===== config.mk =====
export PLATFORM = sky130hd
export DESIGN_NAME = uart_rx_fifo
export DESIGN_NICKNAME = d
export VERILOG_FILES = /design/src/rtl/uart_pkg.sv /design/src/rtl/uart_rx_buf.sv /design/src/rtl/uart_rx_fifo.sv
export SDC_FILE = /design/constraint.sdc
export NUM_CORES = 1
export LEC_CHECK = 0
export CORE_AREA = 2 2 150 167
export CTS_BUF_LIST = sky130_fd_sc_hd__clkbuf_4 sky130_fd_sc_hd__clkbuf_8
export DETAILED_ROUTE_END_ITERATION = 6
export DIE_AREA = 0 0 152 169
export DONT_BUFFER_PORTS = 1
export PLACE_DENSITY = 0.47
export SKIP_CTS_REPAIR_TIMING = 1
export SKIP_LAST_GASP = 1
export SLEW_MARGIN = 20
export SYNTH_ARGS = -nofsm -noshare
export SYNTH_HDL_FRONTEND = slang
export SYNTH_SLANG_ARGS = --single-unit

===== constraint.sdc =====
create_clock -name clk -period 3.8 [get_ports clk]
set_input_delay 1.14 -clock clk [delete_from_list [all_inputs] [get_ports clk]]
set_output_delay 1.14 -clock clk [all_outputs]
set_load 0.005 [all_outputs]

===== src/rtl/uart_pkg.sv =====
// rtl/uart_pkg.sv - receiver FSM states and width helpers shared by the UART receive path
package uart_pkg;

    typedef enum logic [2:0] {
        IDLE,
        START,
        DATA,
        PARITY,
        STOP,
        WAIT_IDLE
    } rx_state_e;

    // bits needed to hold 0..max_val, never fewer than one
    function automatic int unsigned width_of(input int unsigned max_val);
        return (max_val < 2) ? 1 : $clog2(max_val + 1);
    endfunction

    function automatic int unsigned count_w(input int unsigned depth);
        return $clog2(depth) + 1;
    endfunction

endpackage


===== src/rtl/uart_rx_buf.sv =====
// rtl/uart_rx_buf.sv - receive byte FIFO; drops the incoming byte and flags overrun when full
module uart_rx_buf
    import uart_pkg::*;
#(
    parameter int WIDTH = 8,
    parameter int DEPTH = 16
) (
    input  logic                      clk,
    input  logic                      rst_n,
    input  logic                      i_push,
    input  logic [WIDTH-1:0]          i_data,
    input  logic                      i_pop,
    output logic [WIDTH-1:0]          o_data,
    output logic                      o_valid,
    output logic [count_w(DEPTH)-1:0] o_count,
    output logic                      o_overrun
);
    localparam int AW = $clog2(DEPTH);
    localparam int CW = count_w(DEPTH);
    localparam logic [CW-1:0] FULL_CNT = CW'(DEPTH);

    logic [WIDTH-1:0] r_mem [DEPTH];
    logic [AW-1:0]    r_wr_ptr;
    logic [AW-1:0]    r_rd_ptr;
    logic [CW-1:0]    r_count;
    logic             w_empty;
    logic             w_full;
    logic             w_pop;
    logic             w_push;

    assign w_empty = (r_count == '0);
    assign w_full  = (r_count == FULL_CNT);
    assign w_pop   = i_pop && !w_empty;
    // a pop in the same cycle frees the slot, so a full buffer still accepts
    assign w_push  = i_push && (!w_full || w_pop);

    always_ff @(posedge clk or negedge rst_n) begin
        if (!rst_n) begin
            r_wr_ptr <= '0;
            r_rd_ptr <= '0;
            r_count  <= '0;
        end else begin
            if (w_push) r_wr_ptr <= r_wr_ptr + 1'b1;
            if (w_pop)  r_rd_ptr <= r_rd_ptr + 1'b1;
            case ({w_push, w_pop})
                2'b10:   r_count <= r_count + 1'b1;
                2'b01:   r_count <= r_count - 1'b1;
                default: r_count <= r_count;
            endcase
        end
    end

    always_ff @(posedge clk) begin
        if (w_push) r_mem[r_wr_ptr] <= i_data;
    end

    assign o_data    = w_empty ? '0 : r_mem[r_rd_ptr];
    assign o_valid   = !w_empty;
    assign o_count   = r_count;
    assign o_overrun = i_push && w_full && !w_pop;

endmodule


===== src/rtl/uart_rx_fifo.sv =====
// rtl/uart_rx_fifo.sv - UART receiver with synchroniser, frame FSM and FIFO; UART_RX_PARITY_EN adds a parity bit
module uart_rx_fifo
    import uart_pkg::*;
#(
    parameter int CLK_HZ     = 25_000_000,
    parameter int BAUD       = 115_200,
    parameter int DATA_BITS  = 8,
    parameter int FIFO_DEPTH = 16
`ifdef UART_RX_PARITY_EN
    , parameter bit PARITY_ODD = 1'b0
`endif
) (
    input  logic                           clk,
    input  logic                           rst_n,
    input  logic                           serial_rxd,
    output logic [DATA_BITS-1:0]           rx_data,
    output logic                           rx_valid,
    input  logic                           rx_ready,
    output logic [count_w(FIFO_DEPTH)-1:0] fifo_count,
    output logic                           frame_err,
    output logic                           parity_err,
    output logic                           overrun
);
    localparam int CLKS_PER_BIT = CLK_HZ / BAUD;
    localparam int TW = width_of(CLKS_PER_BIT);
    localparam int BW = width_of(DATA_BITS - 1);
    localparam logic [TW-1:0] HALF_BIT = TW'(CLKS_PER_BIT / 2);
    localparam logic [TW-1:0] FULL_BIT = TW'(CLKS_PER_BIT - 1);
    localparam logic [BW-1:0] LAST_BIT = BW'(DATA_BITS - 1);

    logic                 r_rxd_meta;
    logic                 r_rxd_sync;
    logic                 r_rxd_prev;
    logic [1:0]           r_settle;
    rx_state_e            r_state;
    rx_state_e            w_state_nxt;
    logic [TW-1:0]        r_tick_cnt;
    logic [BW-1:0]        r_bit_idx;
    logic [DATA_BITS-1:0] r_shift;
    logic                 r_frame_err;
    logic                 r_overrun;
    logic                 w_fall;
    logic                 w_tick;
    logic                 w_push;
    logic                 w_frame_err;
    logic                 w_buf_overrun;
`ifdef UART_RX_PARITY_EN
    logic                 r_par_bad;
    logic                 r_parity_err;
    logic                 w_parity_err;
`endif

    // edge detection waits until the reset-high synchroniser has flushed in the real line
    always_ff @(posedge clk or negedge rst_n) begin
        if (!rst_n) begin
            r_rxd_meta <= 1'b1;
            r_rxd_sync <= 1'b1;
            r_rxd_prev <= 1'b1;
            r_settle   <= '0;
        end else begin
            r_rxd_meta <= serial_rxd;
            r_rxd_sync <= r_rxd_meta;
            r_rxd_prev <= r_rxd_sync;
            if (r_settle != 2'b11) r_settle <= r_settle + 1'b1;
        end
    end

    assign w_fall = (r_settle == 2'b11) && r_rxd_prev && !r_rxd_sync;
    assign w_tick = (r_tick_cnt == '0);

    always_ff @(posedge clk or negedge rst_n) begin
        if (!rst_n) r_state <= IDLE;
        else        r_state <= w_state_nxt;
    end

    always_comb begin
        w_state_nxt = r_state;
        case (r_state)
            IDLE:      if (w_fall) w_state_nxt = START;
            START:     if (w_tick) w_state_nxt = r_rxd_sync ? IDLE : DATA;
            DATA:      if (w_tick && r_bit_idx == LAST_BIT)
`ifdef UART_RX_PARITY_EN
                           w_state_nxt = PARITY;
            PARITY:    if (w_tick) w_state_nxt = STOP;
`else
                           w_state_nxt = STOP;
`endif
            STOP:      if (w_tick) w_state_nxt = r_rxd_sync ? IDLE : WAIT_IDLE;
            WAIT_IDLE: if (r_rxd_sync) w_state_nxt = IDLE;
            default:   w_state_nxt = IDLE;
        endcase
    end

    always_comb begin
        w_push      = 1'b0;
        w_frame_err = 1'b0;
`ifdef UART_RX_PARITY_EN
        w_parity_err = 1'b0;
`endif
        if (r_state == STOP && w_tick) begin
            if (!r_rxd_sync)  w_frame_err  = 1'b1;
`ifdef UART_RX_PARITY_EN
            else if (r_par_bad) w_parity_err = 1'b1;
`endif
            else              w_push       = 1'b1;
        end
    end

    // IDLE keeps the half-bit preload ready so START lands on mid-bit
    always_ff @(posedge clk or negedge rst_n) begin
        if (!rst_n) begin
            r_tick_cnt <= '0;
            r_bit_idx  <= '0;
            r_shift    <= '0;
`ifdef UART_RX_PARITY_EN
            r_par_bad  <= 1'b0;
`endif
        end else begin
            if (r_state == IDLE) r_tick_cnt <= HALF_BIT;
            else if (w_tick)     r_tick_cnt <= FULL_BIT;
            else                 r_tick_cnt <= r_tick_cnt - 1'b1;

            if (r_state == START) begin
                r_bit_idx <= '0;
            end else if (r_state == DATA && w_tick) begin
                r_bit_idx <= r_bit_idx + 1'b1;
                r_shift   <= {r_rxd_sync, r_shift[DATA_BITS-1:1]};
            end
`ifdef UART_RX_PARITY_EN
            if (r_state == START)                  r_par_bad <= 1'b0;
            else if (r_state == PARITY && w_tick)  r_par_bad <= ((^r_shift) ^ r_rxd_sync) != PARITY_ODD;
`endif
        end
    end

    always_ff @(posedge clk or negedge rst_n) begin
        if (!rst_n) begin
            r_frame_err  <= 1'b0;
            r_overrun    <= 1'b0;
`ifdef UART_RX_PARITY_EN
            r_parity_err <= 1'b0;
`endif
        end else begin
            r_frame_err  <= w_frame_err;
            r_overrun    <= w_buf_overrun;
`ifdef UART_RX_PARITY_EN
            r_parity_err <= w_parity_err;
`endif
        end
    end

    uart_rx_buf #(
        .WIDTH (DATA_BITS),
        .DEPTH (FIFO_DEPTH)
    ) u_buf (
        .clk       (clk),
        .rst_n     (rst_n),
        .i_push    (w_push),
        .i_data    (r_shift),
        .i_pop     (rx_ready),
        .o_data    (rx_data),
        .o_valid   (rx_valid),
        .o_count   (fifo_count),
        .o_overrun (w_buf_overrun)
    );

    assign frame_err = r_frame_err;
    assign overrun   = r_overrun;
`ifdef UART_RX_PARITY_EN
    assign parity_err = r_parity_err;
`else
    assign parity_err = 1'b0;
`endif

endmodule


==> metrics.txt, run 1 <==
run status=finished, final reports clean; Final Hold Vio Count=0; final WL=14.3 mm; FMAX=285 MHz; Hold Path Stages=0; Reg2Reg Depth=9; crit share post-route=92.4%; Final min period=3.51 ns; max-slew violation count=0; VDD IR max=0.000248 V; Die ar.=25700 um2; Syn-to-layout area delta=11.8%; Rel. slew slack=47.5%; htree depth=4; Syn Std Cell Area=7120 um2; Synth top area share=54.0%; reg2reg end=u_buf.o_count[4]$_DFFE_PN0P_; Final setup viols=0; Leak Pwr=0.00286 uW; Routed met3 length=781 um; startpoint types=flip-flop; Rows=60; diodes inserted=0; Die H=169 um; total power=3400 uW; most common cell after layout, fill and taps aside=edfxtp_1; Residual DRC=0; Initial Util=29.6%; Worst-Margin Slew=0.788 ns; RSZ-0062 raised after global routing=false; Reg-to-Reg Start=u_buf.o_count[1]$_DFFE_PN0P_; Unique masters post-synth=55; DR vias=3613; core area=24100 um2; synth warn=0; CTS clk-pin slew, worst paths=0.10 ns; Final #Nets=446; post-synthesis async set-or-reset flop share=24.7%; Overflow after GRT=0; Total Negative Setup Slacks=0 ns; FF+latch count, synth=170; I/O Pins=21; Port Buffer Count=0; Post-synth EDFFs=128; met1 WL=6.58 mm; initial antenna violation count=0; worst hold path startpoint=r_rxd_meta$_DFF_PN1_; CP Cell Sequence=or4_4, or2_1, nand2b_1, o22ai_1; initial drt markers=201; CTS tree=built; max-capacitance violation count=0; global-route wire length before repair=22.4 mm; chip width=152 um; Crit. End Element=output port; Syn Nets=427; largest net degree at the start of global routing=43; Antenna Violating Nets Remaining=0; cell taking the most area after synthesis=edfxtp_1; hold worst-path end=r_rxd_sync$_DFF_PN1_; HP Class=reg2reg; vias in the first global route=3730; Seq/Total Area, Yosys=68.8%; crit path DAT=2.37 ns; Pwr Density=427 nW/um2; clock tree root driver cell=clkbuf_8; Worst R2R Setup Slack=0.62 ns; post-DR vias/cell=4.82; Worst EP required=2.66 ns; worst-skew pair later-pin latency=0.46 ns; met2 wire len=6.87 mm; Clock Path Buffers=2; final core occ=33.1%; Worst path max stage delay=0.62 ns; gr usage total=11.6%; drt first pass iters=4; CTS Buf Count=17; Top Metal Used=met4; critical setup path kind=reg2out; Placer Congestion=0.797; clk_skew=0.0210 ns; Mapped Cells=409; synthesized area per cell=17.4 um2; HPWL Detailed=9.02 mm; Slowest-stage cell, CP=or4_4; most frequent cells in the layout=edfxtp_1 (128), dfrtp_1 (38), mux4_2 (32); wire per inst=19.1 um; CP Max Fanout=8; CTS Sinks=170; layout cells sized above 1=25.2%; Synth area leaders=edfxtp_1 (54%), dfrtp_1 (14%), mux4_2 (10%), ha_1 (2.5%), mux2i_1 (2.4%); Most used DFF post-synth=edfxtp_1
flip-flops by register name, indices dropped and copies added, names as in the netlist, 2 cells and up:
signal / flops
r_settle: 2
u_buf.r_mem: 128
r_shift: 8
u_buf.r_rd_ptr: 4
r_tick_cnt: 8
u_buf.o_count: 5
r_state: 3
r_bit_idx: 3
u_buf.r_wr_ptr: 4
routing by layer:
metal | vias up | global-route usage [%]
met1 | 1881 | 15.9
met2 | 68 | 18.3
met4 | 0 | 3.05
met3 | 7 | 3.53
met5 | - | 0
li1 | 1657 | -
synthesized netlist by cell type (2+ instances only):
master,count
ha_1,14
nor2_1,15
nor3_1,5
dfstp_2,3
edfxtp_1,128
buf_1,4
buf_4,2
a21boi_0,2
nor4_1,14
nand2b_1,4
nor3b_1,2
a211oi_1,2
dfrtp_1,39
clkbuf_1,5
mux2_2,12
xor2_1,5
nand3_1,7
o21a_1,2
mux4_2,32
or4_4,2
nand2_1,10
o22ai_1,8
xnor2_1,10
buf_2,8
nor4b_1,3
o21ai_0,8
a21oi_1,6
mux2i_1,17
inv_1,14
stage by stage:
stage,worst slack [ns],hold WS [ns],area (um2),instances
after global placement,0.454,0.347,7580,719
after global routing,0.164,0.314,7970,750
after detailed placement,0.388,0.347,7580,719
final,0.288,0.361,7970,750
after CTS,0.266,0.331,7970,750
after floorplan,0.515,0.345,7120,409
worst max-delay path: cells and delay by family (launching register included):
family,cells,cell delay [ns]
DFF,1,0.48
and+or+nand+nor,3,1.26
AOI/OAI and AO/OA,1,0.19
logic make-up (layout without fill, tap and decap cells):
family	Yosys count	after routing	share of synthesized area [%]
AND/OR/NAND/NOR	77	77	6.66
other	1	1	0.0526
AO/OA/AOI/OAI	37	37	3.78
adder cells (fa/ha/maj)	14	14	2.46
buffers and inverters	34	65	2.05
flip-flops	170	170	68.8
multiplexers	61	61	14.4
XOR/XNOR	15	15	1.84
report_power, final:
part / switching (uW) / internal, uW
sequential: 49.4 / 2010
combinational: 56.1 / 55.7
clock: 741 / 490
total: 847 / 2550
area by class of cell:
cell class                      count  area (um2)
Fill cell                        2296       16100
Sequential cell                   170        4900
Multi-Input combinational cell    205        2080
Tap cell                          310         388
Clock buffer                       17         234
Timing Repair Buffer               20         163
Clock inverter                     14         149
Inverter                           14        52.6
worst max path at each step:
| stage | startpoint | end | slack (ns) | depth (start not counted) |
|---|---|---|---|---|
| after floorplan | rx_ready | u_buf.o_count[4]$_DFFE_PN0P_ | 0.51 | 10 |
| after global placement | rx_ready | u_buf.o_count[4]$_DFFE_PN0P_ | 0.45 | 9 |
| after detailed placement | rx_ready | u_buf.o_count[4]$_DFFE_PN0P_ | 0.39 | 9 |
| after CTS | u_buf.o_count[1]$_DFFE_PN0P_ | rx_data[3] | 0.27 | 4 |
| after global routing | u_buf.o_count[1]$_DFFE_PN0P_ | rx_data[5] | 0.16 | 4 |
| final | u_buf.o_count[1]$_DFFE_PN0P_ | rx_data[3] | 0.29 | 4 |
Power figures use the tool's default switching activity.
==> run 2: changes to the inputs <==
CORE_AREA = 2 2 123 137   (was 2 2 150 167)
DIE_AREA = 0 0 125 139   (was 0 0 152 169)
PLACE_DENSITY = 0.63   (was 0.47)
==> metrics.txt, run 2 (synthesis gave the netlist of run 1 again) <==
global-route wire length before repair=20.9 mm (-6.8%); CTS Sinks=170 (unchanged); clk_skew=0.0192 ns (-0.00178 ns); Clock Path Buffers=2 (unchanged); htree depth=4 (unchanged); HP Class=reg2reg; Pwr Density=427 nW/um2 (about the same); biggest regs=u_buf.r_mem (128), r_shift (8), r_tick_cnt (8); Worst-Margin Slew=0.808 ns (+0.0206 ns); Total Negative Setup Slacks=0 ns (unchanged); Placer Congestion=0.799 (+0.21%); FMAX=281 MHz (-1.5%); Largest Register=u_buf.r_mem; vias in the first global route=3714 (-0.43%); chip width=125 um (-18%); run status=finished, final reports clean; Residual DRC=0 (unchanged); Worst EP required=2.66 ns (about the same); max FFs per register=128 (unchanged); Syn-to-layout area delta=9.55%; diodes inserted=0 (unchanged); CTS clk-pin slew, worst paths=0.09 ns (about the same); core area=16100 um2 (-33%); switching part of the total=22.7% (-2.3 points); worst-skew pair later-pin latency=0.45 ns (about the same); Antenna Violating Nets Remaining=0 (unchanged); Overflow after GRT=0 (unchanged); post-DR vias/cell=5.57 (+16%); design area=7800 um2 (-2.0%); Layout Cells excl Fill=646 (-14%); I/O Pins=21 (unchanged); crit share post-route=93.8% (+1.4 points); net switching power=756 uW (-11%); wire per inst=20.4 um (+6.5%); Initial Util=44.4% (+15 points); CTS tree=built; initial drt markers=262 (+30%); DR vias=3601 (-0.33%); Port Buffer Count=0 (unchanged); most frequent cells in the layout=edfxtp_1 (128), dfrtp_1 (38), mux4_2 (32); final WL=13.1 mm (-8.3%); Hold Path Stages=0 (unchanged); Leak Pwr=0.00285 uW (-0.57%); Reg2Reg Depth=9 (unchanged); HPWL Detailed=8.42 mm (-6.7%); Die H=139 um (-18%); max-slew violation count=0 (unchanged); Worst R2R Setup Slack=0.56 ns (-0.06 ns); Placed Cells=614 (-15%); CTS Buf Count=17 (unchanged); Rows=49 (-18%); clock power share=35.0% (-1.2 points); CP Max Fanout=16 (+8); startpoint types=flip-flop; VDD IR max=0.000228 V (-7.9%); Seq pwr share=61.7% (+1.2 points); Crit. End Element=output port; drt first pass iters=5 (+1); RSZ-0062 raised after global routing=false; Rel. slew slack=46.1% (-1.4 points); layout cells sized above 1=25.1% (-0.11 points); Final min period=3.56 ns (+0.0527 ns); most common cell after layout, fill and taps aside=edfxtp_1; gr usage total=16.0% (+4.4 points); final core occ=48.6% (+16 points); DP Area=7440 um2 (-1.8%); Die ar.=17400 um2 (-32%); Comb power frac=3.3% (about the same); Final setup viols=0 (unchanged); initial antenna violation count=0 (unchanged); clock tree root driver cell=clkbuf_8; Cell Int Power=2580 uW (+1.0%); Final #Nets=447 (+0.22%); max-capacitance violation count=0 (unchanged); Final Hold Vio Count=0 (unchanged); critical setup path kind=reg2out; largest net degree at the start of global routing=43 (unchanged); crit path DAT=2.42 ns (+0.05 ns)
[run 2: cell count changes in the layout (fill, tap and decap cells not counted), sizes merged]
| cell | delta |
|---|---|
| clkinvlp | +3 |
| inv | -6 |
| buf | +1 |
| bufinv | +1 |
| clkinv | +3 |
[run 2: cell type report]
cell class | instances | area [um2]
Timing Repair Buffer | 21 | 158
Inverter | 14 | 52.6
Multi-Input combinational cell | 205 | 2080
Clock inverter | 15 | 126
Fill cell | 1358 | 8260
Sequential cell | 170 | 4900
Clock buffer | 17 | 234
Tap cell | 204 | 255
[run 2: path summary, 6_finish.rpt]
kind | startpoint | endpoint
min in group asynchronous | rst_n | u_buf.o_count[1]$_DFFE_PN0P_
setup / recovery | u_buf.r_rd_ptr[0]$_DFFE_PN0P_ | rx_data[1]
max in group asynchronous | rst_n | r_rxd_prev$_DFF_PN1_
hold reg to reg | r_rxd_meta$_DFF_PN1_ | r_rxd_sync$_DFF_PN1_
setup reg to reg | u_buf.o_count[1]$_DFFE_PN0P_ | u_buf.o_count[4]$_DFFE_PN0P_
hold / removal | r_rxd_meta$_DFF_PN1_ | r_rxd_sync$_DFF_PN1_
[run 2: power by group through the flow]
stage / registers [uW] / logic, uW / clock network (uW)
4_1_cts: 2060 / 113 / 1200
3_3_place_gp: 2100 / 110 / 0
5_1_grt: 2060 / 129 / 1280
2_1_floorplan: 2080 / 101 / 0
3_5_place_dp: 2100 / 112 / 0
6_report: 2060 / 111 / 1170
[run 2: layer usage]
| layer | part of all wire (%) | up-vias | wire, um | global-route usage (%) |
|---|---|---|---|---|
| met2 | 47 | 93 | 6240 | 24.6 |
| li1 | - | 1650 | - | - |
| met5 | 0 | - | 0 | 0 |
| met1 | 46 | 1845 | 6040 | 22.2 |
| met3 | 5.0 | 13 | 660 | 4.28 |
| met4 | 1.6 | 0 | 204 | 5.79 |
[run 2: critical path: stages (launching register included)]
cell     delay (ns)
dfrtp_2        0.71
buf_4          0.33
mux4_2         0.55
mux2i_1        0.23
o22ai_1        0.15
[run 2: per-stage QoR]
step,hold slack [ns],worst slack [ns],power [uW]
3_5_place_dp,0.348,0.407,2210
3_3_place_gp,0.346,0.442,2210
5_1_grt,0.327,0.0451,3480
4_1_cts,0.330,0.115,3370
2_1_floorplan,0.345,0.515,2180
6_report,0.359,0.235,3330
